### src/rtl/txn_receiver.sv
// Checksummed transaction receiver: header, NUM_DATA payload beats, checksum.
// Results queue in a first-word-fall-through FIFO; event counters saturate.
module txn_receiver #(
    parameter int DATA_W   = 32,
    parameter int NUM_DATA = 8,
    parameter int DEPTH    = 4
) (
    input  logic              clk,
    input  logic              rst_n,
    input  logic              in_valid,
    output logic              in_ready,
    input  logic              in_sop,
    input  logic [DATA_W-1:0] in_data,
    output logic              out_valid,
    input  logic              out_ready,
    output logic [DATA_W-1:0] out_hdr,
    output logic              out_ok,
    output logic [15:0]       good_cnt,
    output logic [15:0]       bad_cnt,
    output logic [15:0]       err_cnt
);
    localparam int AW = $clog2(DEPTH);

    typedef enum logic [1:0] {
        S_HDR  = 2'd0,
        S_DATA = 2'd1,
        S_CSM  = 2'd2
    } state_t;

    state_t            r_state;
    state_t            w_next;
    logic [7:0]        r_cnt;
    logic [DATA_W-1:0] r_hdr;
    logic [DATA_W-1:0] r_xor;
    logic [DATA_W:0]   r_mem [DEPTH];
    logic [AW:0]       r_wp;
    logic [AW:0]       r_rp;
    logic [15:0]       r_good;
    logic [15:0]       r_bad;
    logic [15:0]       r_err;

    logic              w_acc;
    logic              w_full;
    logic              w_empty;
    logic              w_pop;
    logic              w_push;
    logic              w_ld_hdr;
    logic              w_add;
    logic              w_err;
    logic              w_good;
    logic              w_bad;
    logic              w_ok;
    logic [DATA_W:0]   w_head;

    function automatic logic [15:0] sat_inc(input logic [15:0] v);
        return (v == 16'hFFFF) ? v : v + 16'd1;
    endfunction

    // Pointers differ only in the wrap bit when the FIFO is full
    assign w_full   = (r_wp ^ r_rp) == {1'b1, {AW{1'b0}}};
    assign w_empty  = (r_wp == r_rp);
    assign w_pop    = out_valid & out_ready;
    assign w_head   = r_mem[r_rp[AW-1:0]];
    assign w_ok     = (in_data == r_xor);
    assign in_ready = (r_state == S_CSM) ? !w_full : 1'b1;
    assign w_acc    = in_valid & in_ready;

    assign out_valid = !w_empty;
    assign out_hdr   = w_empty ? '0 : w_head[DATA_W:1];
    assign out_ok    = w_empty ? 1'b0 : w_head[0];
    assign good_cnt  = r_good;
    assign bad_cnt   = r_bad;
    assign err_cnt   = r_err;

    always_comb begin
        w_next   = r_state;
        w_push   = 1'b0;
        w_ld_hdr = 1'b0;
        w_add    = 1'b0;
        w_err    = 1'b0;
        w_good   = 1'b0;
        w_bad    = 1'b0;
        if (w_acc) begin
            unique case (r_state)
                S_HDR: begin
                    if (in_sop) begin
                        w_ld_hdr = 1'b1;
                        w_next   = S_DATA;
                    end else begin
                        w_err = 1'b1;
                    end
                end
                S_DATA: begin
                    if (in_sop) begin
                        w_err    = 1'b1;
                        w_ld_hdr = 1'b1;
                        w_next   = S_DATA;
                    end else begin
                        w_add = 1'b1;
                        if (r_cnt == 8'(NUM_DATA - 1))
                            w_next = S_CSM;
                    end
                end
                S_CSM: begin
                    if (in_sop) begin
                        w_err    = 1'b1;
                        w_ld_hdr = 1'b1;
                        w_next   = S_DATA;
                    end else begin
                        w_push = 1'b1;
                        w_good = w_ok;
                        w_bad  = !w_ok;
                        w_next = S_HDR;
                    end
                end
                default: w_next = S_HDR;
            endcase
        end
    end

    always_ff @(posedge clk) begin
        if (!rst_n) begin
            r_state <= S_HDR;
            r_cnt   <= '0;
            r_xor   <= '0;
            r_hdr   <= '0;
            r_wp    <= '0;
            r_rp    <= '0;
            r_good  <= '0;
            r_bad   <= '0;
            r_err   <= '0;
        end else begin
            r_state <= w_next;
            if (w_ld_hdr) begin
                r_hdr <= in_data;
                r_xor <= in_data;
                r_cnt <= '0;
            end else if (w_add) begin
                r_xor <= r_xor ^ in_data;
                r_cnt <= r_cnt + 8'd1;
            end else if (w_push) begin
                r_cnt <= '0;
            end
            if (w_push)
                r_wp <= r_wp + 1'b1;
            if (w_pop)
                r_rp <= r_rp + 1'b1;
            if (w_good)
                r_good <= sat_inc(r_good);
            if (w_bad)
                r_bad <= sat_inc(r_bad);
            if (w_err)
                r_err <= sat_inc(r_err);
        end
    end

    always_ff @(posedge clk) begin
        if (w_push)
            r_mem[r_wp[AW-1:0]] <= {r_hdr, w_ok};
    end
endmodule
### config.mk
export PLATFORM = sky130hd
export DESIGN_NAME = txn_receiver
export DESIGN_NICKNAME = d
export VERILOG_FILES = /design/src/rtl/txn_receiver.sv
export SDC_FILE = /design/constraint.sdc
export NUM_CORES = 1
export LEC_CHECK = 0
export CORE_MARGIN = 2
export CORE_UTILIZATION = 54
export DETAILED_ROUTE_END_ITERATION = 12
export PLACE_DENSITY = 0.77
export SETUP_SLACK_MARGIN = 0.2
export SYNTH_ARGS = -nofsm -noshare
export SYNTH_HDL_FRONTEND = slang
export SYNTH_SLANG_ARGS = --single-unit
### constraint.sdc
create_clock -name clk -period 3.45 [get_ports clk]
set_input_delay 0.69 -clock clk [delete_from_list [all_inputs] [get_ports clk]]
set_output_delay 0.69 -clock clk [all_outputs]
set_load 0.01 [all_outputs]
Word level (Yosys, flattened, before mapping)
Memory sizes are Yosys's and may differ from the RTL's. A register that Yosys moved wholly into a read port is not among the register bits.
Index checks and enable logic that the tools add are counted.
Word-level totals
  bits in registers: 128
  RAM bits: 132
  input port bits: 37
  output and inout port bits: 83
  logic and storage cells: 80
  memories kept: 1
Operators by class
  add/sub/neg operators: 6
  equality and inequality tests: 11
  muxes and demuxes: 32
  bitwise logic cells: 8
  reductions and logical operators: 13
Memories
  r_mem: depth 4, width 33, rd ports 1, clocked after memory_dff 1, write ports 1, line 35  | logic [DATA_W:0] r_mem [DEPTH];
Operators with widths (count)
  32-bit two-way mux: 3
  16-bit by 1-bit adder with 16-bit output, second input constant: 3
  16-bit equality test, second input constant: 3
  32-bit equality test: 1
  32-bit bitwise XOR: 1
  1-bit two-way mux: 20
  8-bit two-way mux: 2
  2-bit two-way mux: 5
  8-bit by 1-bit adder with 8-bit output, second input constant: 1
  8-bit by 3-bit equality test with 1-bit output, second input constant: 1
  3-bit by 1-bit adder with 3-bit output, second input constant: 2
  2-bit case mux with 3 select lines: 1
  2-bit AND reduction: 3
  1-bit NOT: 4
  2-bit nonzero test: 2
  2-bit OR reduction: 2
  3-bit equality test: 1
  3-bit equality test, second input constant: 1
  1-bit logical NOT: 3
  3-bit inequality test, second input constant: 1
  3-bit AND reduction: 1
  3-bit OR reduction: 1
  3-bit bitwise XOR: 1
  1-bit AND: 2
  other kinds (5): 5

Longest topological paths before layout
  depth in word-level cells: 8
  mapped depth: 10
  mapped depth without buffers: 8

Worst setup path before layout
No wires, ideal clock.
  path type: input port to flip-flop
  start: input port in_sop
  end: memory r_mem[3][0] (netlist name) (enable)
  library setup time: 395 ps
  arrival: 2212 ps
  data required time: 3055 ps
  slack: 844 ps
  stages on the path: 3
  path buffers: 1
  cell sequence: buf_1 -> a311oi_4 -> and2_1
On the way
  longest elaborated chain between the ends: 5
RTL lines
  start: declaration: line 12  | input logic in_sop,
  1-bit two-way mux: line 105  | if (in_sop) begin
  1-bit two-way mux: line 84  | unique case (r_state)
  1-bit two-way mux: line 83  | if (w_acc) begin
  1-bit two-way mux: line 158  | if (w_push)
  1-bit two-way mux (implied by the code): line 159  | r_mem[r_wp[AW-1:0]] <= {r_hdr, w_ok};
  end: declaration: line 35
No other way between the ends.

==> summary.txt <==
Status
  – Status: completed

Critical path
  – Setup CP Type: reg2out
  – Cell Chain, Critical Path: buf_4 > mux4_2 > and2_1 > clkdlybuf4s50_1
  – CP max FO: 17
  – Worst Path Required: between 2000 and 3000 ps
  – Worst Reg-to-Reg Cells: 6
  – CP max-delay cell: mux4_2
  – Endpoint type of the worst setup path: primary output
  – Max incr delay on CP: 560 ps
  – Worst Path Arrival: 2430 ps
  – Startpoint types: flop

Detailed routing
  – Final ANT Viol Nets: 0
  – Average vias per placed instance: 5.66
  – Routed WL per cell: 17.9 um
  – Drc violations: 0
  – Via count: 8,150
  – WL final: 25,800 um
  – Initial DRC count: 524
  – Drt pass-1 iters: 5

Hold path
  – Worst Hold Class: reg2reg
  – Hold Path Stages: 1

Clock network
  – Clock sinks: 262
  – CTS Buf Count: 26
  – CTS root buf: clkbuf_16
  – Post_cts resized: 1
  – Clock Latency Late Sink: 520 ps
  – Max Root-Sink Buffers: 3
  – CTS tree: yes
  – H-Tree Depth: 1
  – Cts hold-fix bufs: 0
  – Reg clk slew, reported paths: 60 ps
  – Total setup buffers inserted after CTS: 0

Finish
  – Area Growth Syn to Fin: 22.2%
  – Fin nets: 1,195
  – Share of layout cells above drive strength 1: 10.3%
  – Post-layout util: 66.6%

Global route
  – Initial antenna violation count: 1
  – Layer with the highest usage: met2
  – M1 GR Usage: around 30%
  – Largest net degree at the start of global routing: 65
  – Vias in the first global route: 8,017
  – First-pass GRT wire length: 41,000 um
  – Total track usage: 23.3%
  – GR met3 Demand/Resource: 3.58%
  – Met2 GRT Util: 40.8%
  – Total grt overflow: 0

Synthesis
  – Cell Area, Synth: around 11,000 um^2
  – Register area share after synthesis: 57.7%
  – Synth warnings: 0
  – Post-synth EDFFs: 132
  – Syn_nets: 1,069
  – Ys async rst share: 0%
  – Post-synthesis cell type count: 54
  – Yosys reg bits: 262
  – Avg Inst Size Synth: 11.2 um^2
  – Cells after synthesis: 1,019
  – Top FF cell, synth: edfxtp_1

STA
  – Clk_skew: 14.1 ps
  – Total negative slack: 0 ps
  – Final setup fails: 0
  – Slew margin rel.: 48.9%
  – RSZ-0062 raised after global routing: no
  – Tcrit/Tclk final: 90.5%
  – Fmax: between 300 and 400 MHz
  – Hold Vio Cnt, Final: 0
  – Worst Setup Slack, final: 329 ps
  – Fin crit period: approximately 3100 ps
  – Worst-margin pin slew: 767 ps
  – Final Max Tran Viols: 0

Die
  – Core ar.: 20,900 um^2
  – Total die area: 22,300 um^2
  – Die width: between 100 and 150 um
  – Initial Utilization: 54.5%
  – Die span in y: 149 um
  – FP Rows: 53
  – # IOs: between 100 and 150

Placement
  – Place WS: around 110 ps
  – I/O Buffers: 119
  – DP HPWL: 16,200 um
  – GP Congestion: 0.856

Power and ir drop
  – VDD IR max: 287 uV
  – Final Power: about 6.6 mW
  – Pwr dens: around 470 nW/um^2
  – Leakage power total: ~4.9 nW

Flow run
  – Max Cap Viol: 0
-- worst max-delay path, delay by kind of cell, from the launching register on --
family,cells,cell delay (ps)
flip-flops,1,330
buffers and inverters,2,830
AND/OR/NAND/NOR,1,200
multiplexers,1,560
-- final timing paths --
path                                                to                   start  slack [ps]
worst max register to register  r_xor[18]$_SDFFE_PN0P_    r_wp[1]$_SDFFE_PN0P_         860
worst max-delay path                       out_hdr[21]                    flop         330
worst min register to register  r_xor[28]$_SDFFE_PN0P_  r_xor[28]$_SDFFE_PN0P_         470
worst min-delay path            r_xor[28]$_SDFFE_PN0P_  r_xor[28]$_SDFFE_PN0P_         470
-- cell usage in the layout (no fill, tap or decap), drive strengths merged, types with 14 or more instances in the layout --
master	instances
nor2	75
edfxtp	132
nand3	23
clkdlybuf4s50	118
nand2	173
dfxtp	130
xor2	43
a21oi	83
nand4	21
and2	48
buf	32
o22ai	32
clkbuf	39
nand2b	20
mux2i	22
mux4	33
o21ai	14
-- per-layer routing --
layer / wire (um) / share of wire (%)
met3: 1480 / 5.7
met5: 0 / 0
met2: 12900 / 50
met1: 10900 / 42
met4: 564 / 2.2
-- layout make-up --
type | count | area, um^2
fill | 1581 | 6980
sequential | 262 | 6570
multi-input combinational | 694 | 4580
timing repair buffer | 150 | 1490
clock buffer | 39 | 792
tap | 275 | 344
clock inverter | 9 | 96.3
inverter | 11 | 41.3
antenna | 1 | 2.50
-- report_power, final --
part | switching, mW | internal [mW]
sequential | 0.0470 | 3.31
clock | 1.13 | 1.73
combinational | 0.199 | 0.143
total | 1.37 | 5.18
-- sequential cells by signal, summed over array words and instances, names as in the netlist, named ones only --
signal / count
bad_cnt: 16
err_cnt: 16
good_cnt: 16
r_cnt: 8
r_hdr: 32
r_mem: 132
r_rp: 3
r_state: 2
r_wp: 3
r_xor: 32
-- synthesized netlist by cell type (6+ instances only) --
master	n	share of area (%)
nand2_1	173	5.7
edfxtp_1	132	35
dfxtp_1	130	23
a21oi_1	83	3.6
nor2_1	75	2.5
and2_1	48	2.6
xor2_1	43	3.3
clkbuf_1	34	1.1
mux4_2	33	6.5
o22ai_1	32	1.8
nand3_1	23	1.0
mux2i_1	22	1.9
nand4_1	21	1.2
nand2b_1	20	1.1
ha_1	13	1.4
o21ai_0	13	0.57
and3_1	11	0.60
buf_2	11	0.48
nor4_1	11	0.60
xnor2_1	10	0.77
inv_1	9	0.30
nor3_1	7	0.31
or3_1	7	0.38
and4_1	6	0.46
nor3b_1	6	0.40
-- through the flow --
step                      std cells  hold slack (ps)  instance area [um^2]
after floorplan                1019              435                 11400
after global placement         1392              443                 13000
after detailed placement       1392              453                 13000
after CTS                      1440              467                 13900
after global routing           1440              486                 13900
final                          1441              469                 13900
-- logic make-up after synthesis --
family | Yosys count | share of synthesized area [%]
AND/OR/NAND/NOR | 419 | 17.6
adder cells (fa/ha/maj) | 13 | 1.43
XOR/XNOR | 53 | 4.08
flip-flops | 262 | 57.7
multiplexers | 57 | 8.66
AO/OA/AOI/OAI | 152 | 8.19
buffers and inverters | 63 | 2.38
No activity file was read; power rests on OpenSTA's default activity.
